===== src/rtl/step_period_meter.sv =====
// step_period_meter: measures the half-period of an asynchronous square wave
// in clk cycles, flags a stalled input and compares the measurement against an
// expected half-period.
module step_period_meter #(
  parameter logic [20:0] TIMEOUT = 21'h1FFFFF
) (
  input  logic        clk,
  input  logic        rst,
  input  logic        step_in,
  input  logic [20:0] count_to,
  output logic [20:0] period,
  output logic        period_valid,
  output logic        match,
  output logic        stalled
);

  typedef enum logic {
    IDLE  = 1'b0,
    ARMED = 1'b1
  } state_t;

  // The counter sits at TIMEOUT-1 in the last cycle before a stall is declared.
  localparam logic [20:0] TIMEOUT_M1 = TIMEOUT - 21'd1;

  state_t      state_q, state_d;
  logic        s1_q, s1_d;
  logic        s2_q, s2_d;
  logic        s3_q, s3_d;
  logic [20:0] cnt_q, cnt_d;
  logic [20:0] period_q, period_d;
  logic        period_valid_q, period_valid_d;
  logic        match_q, match_d;
  logic        stalled_q, stalled_d;

  logic        edge_det;
  logic [20:0] cnt_inc;

  // Synchronizer chain plus one extra stage for edge detection.
  always_comb begin
    s1_d = step_in;
    s2_d = s1_q;
    s3_d = s2_q;
  end

  assign edge_det = s2_q ^ s3_q;
  // cnt never exceeds TIMEOUT-1, so the increment cannot overflow 21 bits.
  assign cnt_inc  = cnt_q + 21'd1;

  // Next-state and measurement logic; the edge is checked before the timeout
  // so a coincident edge always produces a measurement instead of a stall.
  always_comb begin
    state_d        = state_q;
    cnt_d          = cnt_q;
    period_d       = period_q;
    period_valid_d = 1'b0;
    stalled_d      = stalled_q;
    match_d        = (period_q != 21'd0) && (period_q == count_to);

    case (state_q)
      IDLE: begin
        cnt_d = 21'd0;
        if (edge_det) begin
          state_d = ARMED;
        end
      end
      ARMED: begin
        if (edge_det) begin
          period_d       = cnt_inc;
          period_valid_d = 1'b1;
          stalled_d      = 1'b0;
          match_d        = (cnt_inc == count_to);
          cnt_d          = 21'd0;
        end else if (cnt_q == TIMEOUT_M1) begin
          state_d   = IDLE;
          stalled_d = 1'b1;
          period_d  = 21'd0;
          match_d   = 1'b0;
          cnt_d     = 21'd0;
        end else begin
          cnt_d = cnt_inc;
        end
      end
      default: begin
        state_d = IDLE;
        cnt_d   = 21'd0;
      end
    endcase
  end

  // State register; every flop clears asynchronously on reset.
  always_ff @(posedge clk or negedge rst) begin
    if (!rst) begin
      state_q        <= IDLE;
      s1_q           <= 1'b0;
      s2_q           <= 1'b0;
      s3_q           <= 1'b0;
      cnt_q          <= 21'd0;
      period_q       <= 21'd0;
      period_valid_q <= 1'b0;
      match_q        <= 1'b0;
      stalled_q      <= 1'b0;
    end else begin
      state_q        <= state_d;
      s1_q           <= s1_d;
      s2_q           <= s2_d;
      s3_q           <= s3_d;
      cnt_q          <= cnt_d;
      period_q       <= period_d;
      period_valid_q <= period_valid_d;
      match_q        <= match_d;
      stalled_q      <= stalled_d;
    end
  end

  assign period       = period_q;
  assign period_valid = period_valid_q;
  assign match        = match_q;
  assign stalled      = stalled_q;

endmodule

===== config.mk =====
export PLATFORM = sky130hd
export DESIGN_NAME = step_period_meter
export DESIGN_NICKNAME = d
export VERILOG_FILES = /design/src/rtl/step_period_meter.sv
export SDC_FILE = /design/constraint.sdc
export NUM_CORES = 1
export LEC_CHECK = 0
export BUFFER_PORTS_ARGS = -buffer_cell sky130_fd_sc_hd__buf_4
export CAP_MARGIN = 20
export CORE_MARGIN = 3
export CORE_UTILIZATION = 51
export CTS_CLUSTER_DIAMETER = 30
export DETAILED_ROUTE_END_ITERATION = 6
export GPL_TIMING_DRIVEN = 1
export PLACE_DENSITY = 0.79
export SLEW_MARGIN = 20
export SYNTH_ARGS = -nofsm -noshare
export SYNTH_HDL_FRONTEND = slang
export SYNTH_SLANG_ARGS = --single-unit

===== constraint.sdc =====
create_clock -name clk -period 2.1 [get_ports clk]
set_input_delay 0.42 -clock clk [delete_from_list [all_inputs] [get_ports clk]]
set_output_delay 0.42 -clock clk [all_outputs]
set_load 0.02 [all_outputs]

# Word-level counts from Yosys, hierarchy flattened

Index checks and enable logic that the tools add are counted.

Flip-flop bits (word level): 49
Latch bits: 0
Bits in writable memories: 0
ROM bits: 0
Bits of input ports: 24
Output and inout port bits: 24
Memories: 0

Add/subtract/negate cells: 1
Multipliers: 0
Divide/modulo/power cells: 0
$lt $le $gt $ge: 0
Eq/ne operators: 3
Shifts and indexed selects: 0
Multiplexer cells: 15
Bitwise gates (word level): 2
Reductions and logical operators: 4

Operator list:

| cell                                           | count |
|---|---|
| 2-to-1 mux 21 bit                              | 4 |
| == test 21 bit                                 | 2 |
| case mux 21 bit (2 select lines)               | 1 |
| adder 21 x 1 -> 21 bit (second input constant) | 1 |
| == test 21 bit (second input constant)         | 1 |
| nonzero test 21 bit                            | 1 |
| 2-to-1 mux 1 bit                               | 9 |
| case mux 1 bit (2 select lines)                | 1 |
| AND reduction 2 bit                            | 1 |
| nonzero test 2 bit                             | 1 |
| logical AND 1 bit                              | 1 |
| inverter 1 bit                                 | 1 |
| XOR 1 bit                                      | 1 |

# Longest topological paths before layout

Word-level depth: 5
Depth in mapped cells: 9

# Worst setup path before layout

OpenSTA, ideal clock, no wires.

Path type: flip-flop to flip-flop
Start point: reg cnt_q[0]
End point: reg match_q (netlist: match)
Setup time: 103 ps
Arrival: 2092 ps
Data required time: 1997 ps
Setup slack: -96 ps
Stages on the path, launching flop included: 9
Period minus slack after synthesis: 2196 ps
Cell sequence: dfrtp_1 > ha_1 > nand3_1 > nor4_4 > xnor2_1 > nor2_1 > nor4_1 > nand4_1 > o41ai_2

Cells in the longest elaborated chain, start to end: 4
Elaborated cells on any way between the ends: 6
Classes of those cells: 1 x add/sub; 2 x eq/ne; 3 x mux

RTL lines:

| element                                                         | RTL line | text |
|---|---|---|
| start, declared                                                 | 29       | `logic [20:0] cnt_q, cnt_d;` |
| start signal, assigned                                          | 107      | `cnt_q <= cnt_d;` |
| adder 21 x 1 -> 21 bit / == test 21 bit (equally long branches) | 47, 73   |  |
| == test 21 bit / 2-to-1 mux 1 bit (equally long branches)       | 71, 73   |  |
| 2-to-1 mux 1 bit *                                              | 67       | `if (edge_det) begin` |
| 2-to-1 mux 1 bit *                                              | 59       | `case (state_q)` |
| via match_d                                                     | 32       | `logic match_q, match_d;` |
| end signal, assigned                                            | 110      | `match_q <= match_d;` |
| end, declared                                                   | 32       |  |

The timed path passes the listed nets; every way through them passes the cells marked *.
A chain may end at the register's enable or synchronous reset.

# Worst setup path after layout

Same ends and word-level chain as after synthesis.

==> results_dict.tcl <==
set metrics [dict create \
    antennaDiodeCount 0 \
    synth-simple-area-share 0.237 \
    synth.largest_area_cell "dfrtp_1" \
    htree_levels 2 \
    post_drt_wl_per_cell_um 18.0 \
    wl_met1_mm 3.37 \
    die_x_um 80.2 \
    crit_fanout 5 \
    syn_to_final_growth_pct 32.9 \
    grt_pass1_wl_mm 12.8 \
    drt_wl_total_mm 8.05 \
    synth_area_sq_um 2810 \
    yosysTopAreaCellShare 0.437 \
    hold_buffers 0 \
    dr_wl_met3_um 533 \
    portBuffers 47 \
    synth.top_cells.by_area "dfrtp_1 (44%), xnor2_1 (10%), xor2_1 (8.7%)" \
    crit_top_cell "nand4_1" \
    cts_sinks 49 \
    ir_worst_vdd_v 0.000439 \
    dp_cells 433 \
    cts_tree "yes" \
    avgSynthCellArea_sq_um 9.58 \
    maxCapViolations 0 \
    fmax_mhz 459 \
    drt-initial-drc-count 236 \
    finalSetupViolations 1 \
    cp_cell_sequence "ha_4 > nand4_1 > buf_4 > nor3_1 > xnor2_1 > xor2_1 > nand4_1 > o41ai_2" \
    synth-compound-area-share 0.0843 \
    die-area_sq_um 6430 \
    layout.nets 403 \
    ctsLongestPathBuffers 2 \
    grt_antenna_before_repair 0 \
    drc 0 \
    layout_commonest_cell "buf_4" \
    start_util 0.539 \
    grt.overflow.total 0 \
    grt_usage 0.264 \
    arrival_ns 2.38 \
    cts-root-buf "clkbuf_8" \
    required_ns 2.30 \
    synthXorXnorAreaFrac 0.190 \
    dieHeight_um 80.2 \
    synth_mux_area_frac 0.0116 \
    place.gp.congestion 0.913 \
    status "finished with violations" \
    finalHoldViolCount 0 \
    cp_slowest_stage_delay_ns 0.44 \
    first_pass_iters 5 \
    drv_slew 0 \
    rsz0062_at_grt "true" \
    ys_ff_latch 49 \
    worstMarginPinSlew_ns 0.616 \
    fp.coreArea_sq_um 5200 \
    final_cell_mix "buf_4 (89), dfrtp_1 (45), nor2_1 (33)" \
    clk_pin_slew_ns 0.10 \
    fin_crit_sh 1.04 \
    cp_slowest_cell "dfrtp_2" \
    avgViaCountPerCell 5.83 \
    numCtsBuffers 5 \
    wl_met2_mm 3.94 \
    vias 2611 \
    highest_layer "met4" \
    yosysUniqueCellTypes 39 \
    grt_pass1_vias 2537 \
    synth_top_family_by_area "simple AND/OR/NAND/NOR gates" \
    place_hpwl_mm 6.11 \
    fin_tns_setup_ns -0.0799 \
    seq_area_frac_synth 0.437 \
    leakage_nw 1.74 \
    synth_fp_nets 319 \
    dpl_worst_slack_ns -0.113 \
    p_per_area_nw_per_um2 552 \
    fin_ws_ns -0.0799 \
    crit_type "flop to flop" \
    hold_path.class "input pin to asynchronous set/reset pin" \
    clock_skew_ns 0.0109 \
    synthAdderAreaFrac 0.00892 \
    critPathCaptureType "flop" \
    max_slew_margin 0.590 \
    grt_max_degree 50 \
    row_count 26 \
    yosysWarnings 0 \
    layout.cells.non_filler 448 \
    ios 48 \
    violations "setup timing" \
    final_layout_size_suffix_gt1_frac 0.333 \
    min_period_ns 2.18 \
    startpoint_type "flop" \
    ant_nets 0 \
    synth_cells 293 \
    insertion_delay_ns 0.30 \
]
-- critical path: cells and delay by family, from the launching register on --
family,cells,cell delay (ns)
AND/OR/NAND/NOR,3,0.50
flip-flops,1,0.44
XOR/XNOR,2,0.42
AO/OA/AOI/OAI,1,0.36
adder cells (fa/ha/maj),1,0.20
buffers and inverters,1,0.17
-- flip-flops by register name, indices dropped and copies added, names as in the netlist --
signal        flops
match             1
s1_q              1
period_valid      1
cnt_q            21
s2_q              1
s3_q              1
state_q           1
stalled           1
period           21
-- stage by stage --
stage	util	power, W	hold WS [ns]	area [sq um]
3_3_place_gp	0.676	0.00138	0.340	3520
4_1_cts	0.710	0.00207	0.144	3690
5_1_grt	0.717	0.00214	0.153	3730
3_5_place_dp	0.676	0.00139	0.342	3520
2_1_floorplan	-	0.00121	0.124	2850
6_report	0.717	0.00206	0.108	3730
-- power by group --
group | leakage (nW) | internal, W | switching [W]
sequential | 0.658 | 0.000975 | 0.0000432
clock | 0.0554 | 0.000358 | 0.000317
combinational | 1.02 | 0.000163 | 0.000204
total | 1.74 | 0.00150 | 0.000564
-- layout make-up --
cell class / count / area [sq um]
tap: 70 / 87.6
clock buffer: 6 / 72.6
multi-input combinational: 223 / 1570
clock inverter: 2 / 38.8
inverter: 7 / 26.3
fill: 393 / 1480
timing repair buffer: 91 / 699
sequential: 49 / 1230
-- synthesized netlist by cell type --
cell type  number
and4_1          2
a21oi_1         1
dfrtp_1        49
xor2_1         28
buf_2           6
or3_1           2
o22ai_1        22
or4_1           1
mux2i_1         1
nand2_1        31
and3_2          2
a21oi_2         1
a221oi_1        1
clkbuf_1        8
nor4_1         13
mux2_2          2
and3_4          1
nand2b_1        1
o211ai_1        1
o21ai_0         2
inv_1           7
and4_2          1
and3_1          5
nand3_2         1
nand4_2         1
nand4_1        12
ha_1            2
nor2_1         34
a21boi_0        1
nor4_4          1
o41ai_2         1
nor4_2          1
a31oi_1         3
xnor2_1        33
a311oi_1        1
nand3_1         7
nor3_1          4
nand4_4         2
o31ai_1         1
-- cell families after synthesis --
kind of cell | count (synthesis)
compound gates | 35
xor+xnor | 61
fa+ha+maj | 2
buf+inv | 21
flops | 49
mux | 3
simple gates | 122
-- metal layers --
layer  global-route usage  vias up
li1                     -     1202
met1                0.357     1256
met2                0.436      126
met3               0.0359       27
met4               0.0861        0
met5                    0        -
-- worst paths after layout --
path	start	endpoint	slack, ns	cells after the start
worst max-delay path	cnt_q[0]	match	-0.08	8
worst min-delay path	rst	period[13]	0.11	1
worst max register to register	cnt_q[0]	match	-0.08	8
worst min register to register	s1_q	s2_q	0.37	0
max in group asynchronous	rst	cnt_q[0]	1.52	1
min in group clk	step_in	s1_q	0.23	1
-- what timing repair did --
action	in CTS	in global routing
pin swaps	10	2
setup endpoints to repair	1	37
gates resized for setup	10	6
setup buffers	6	1
No activity file was read; power rests on OpenSTA's default activity.
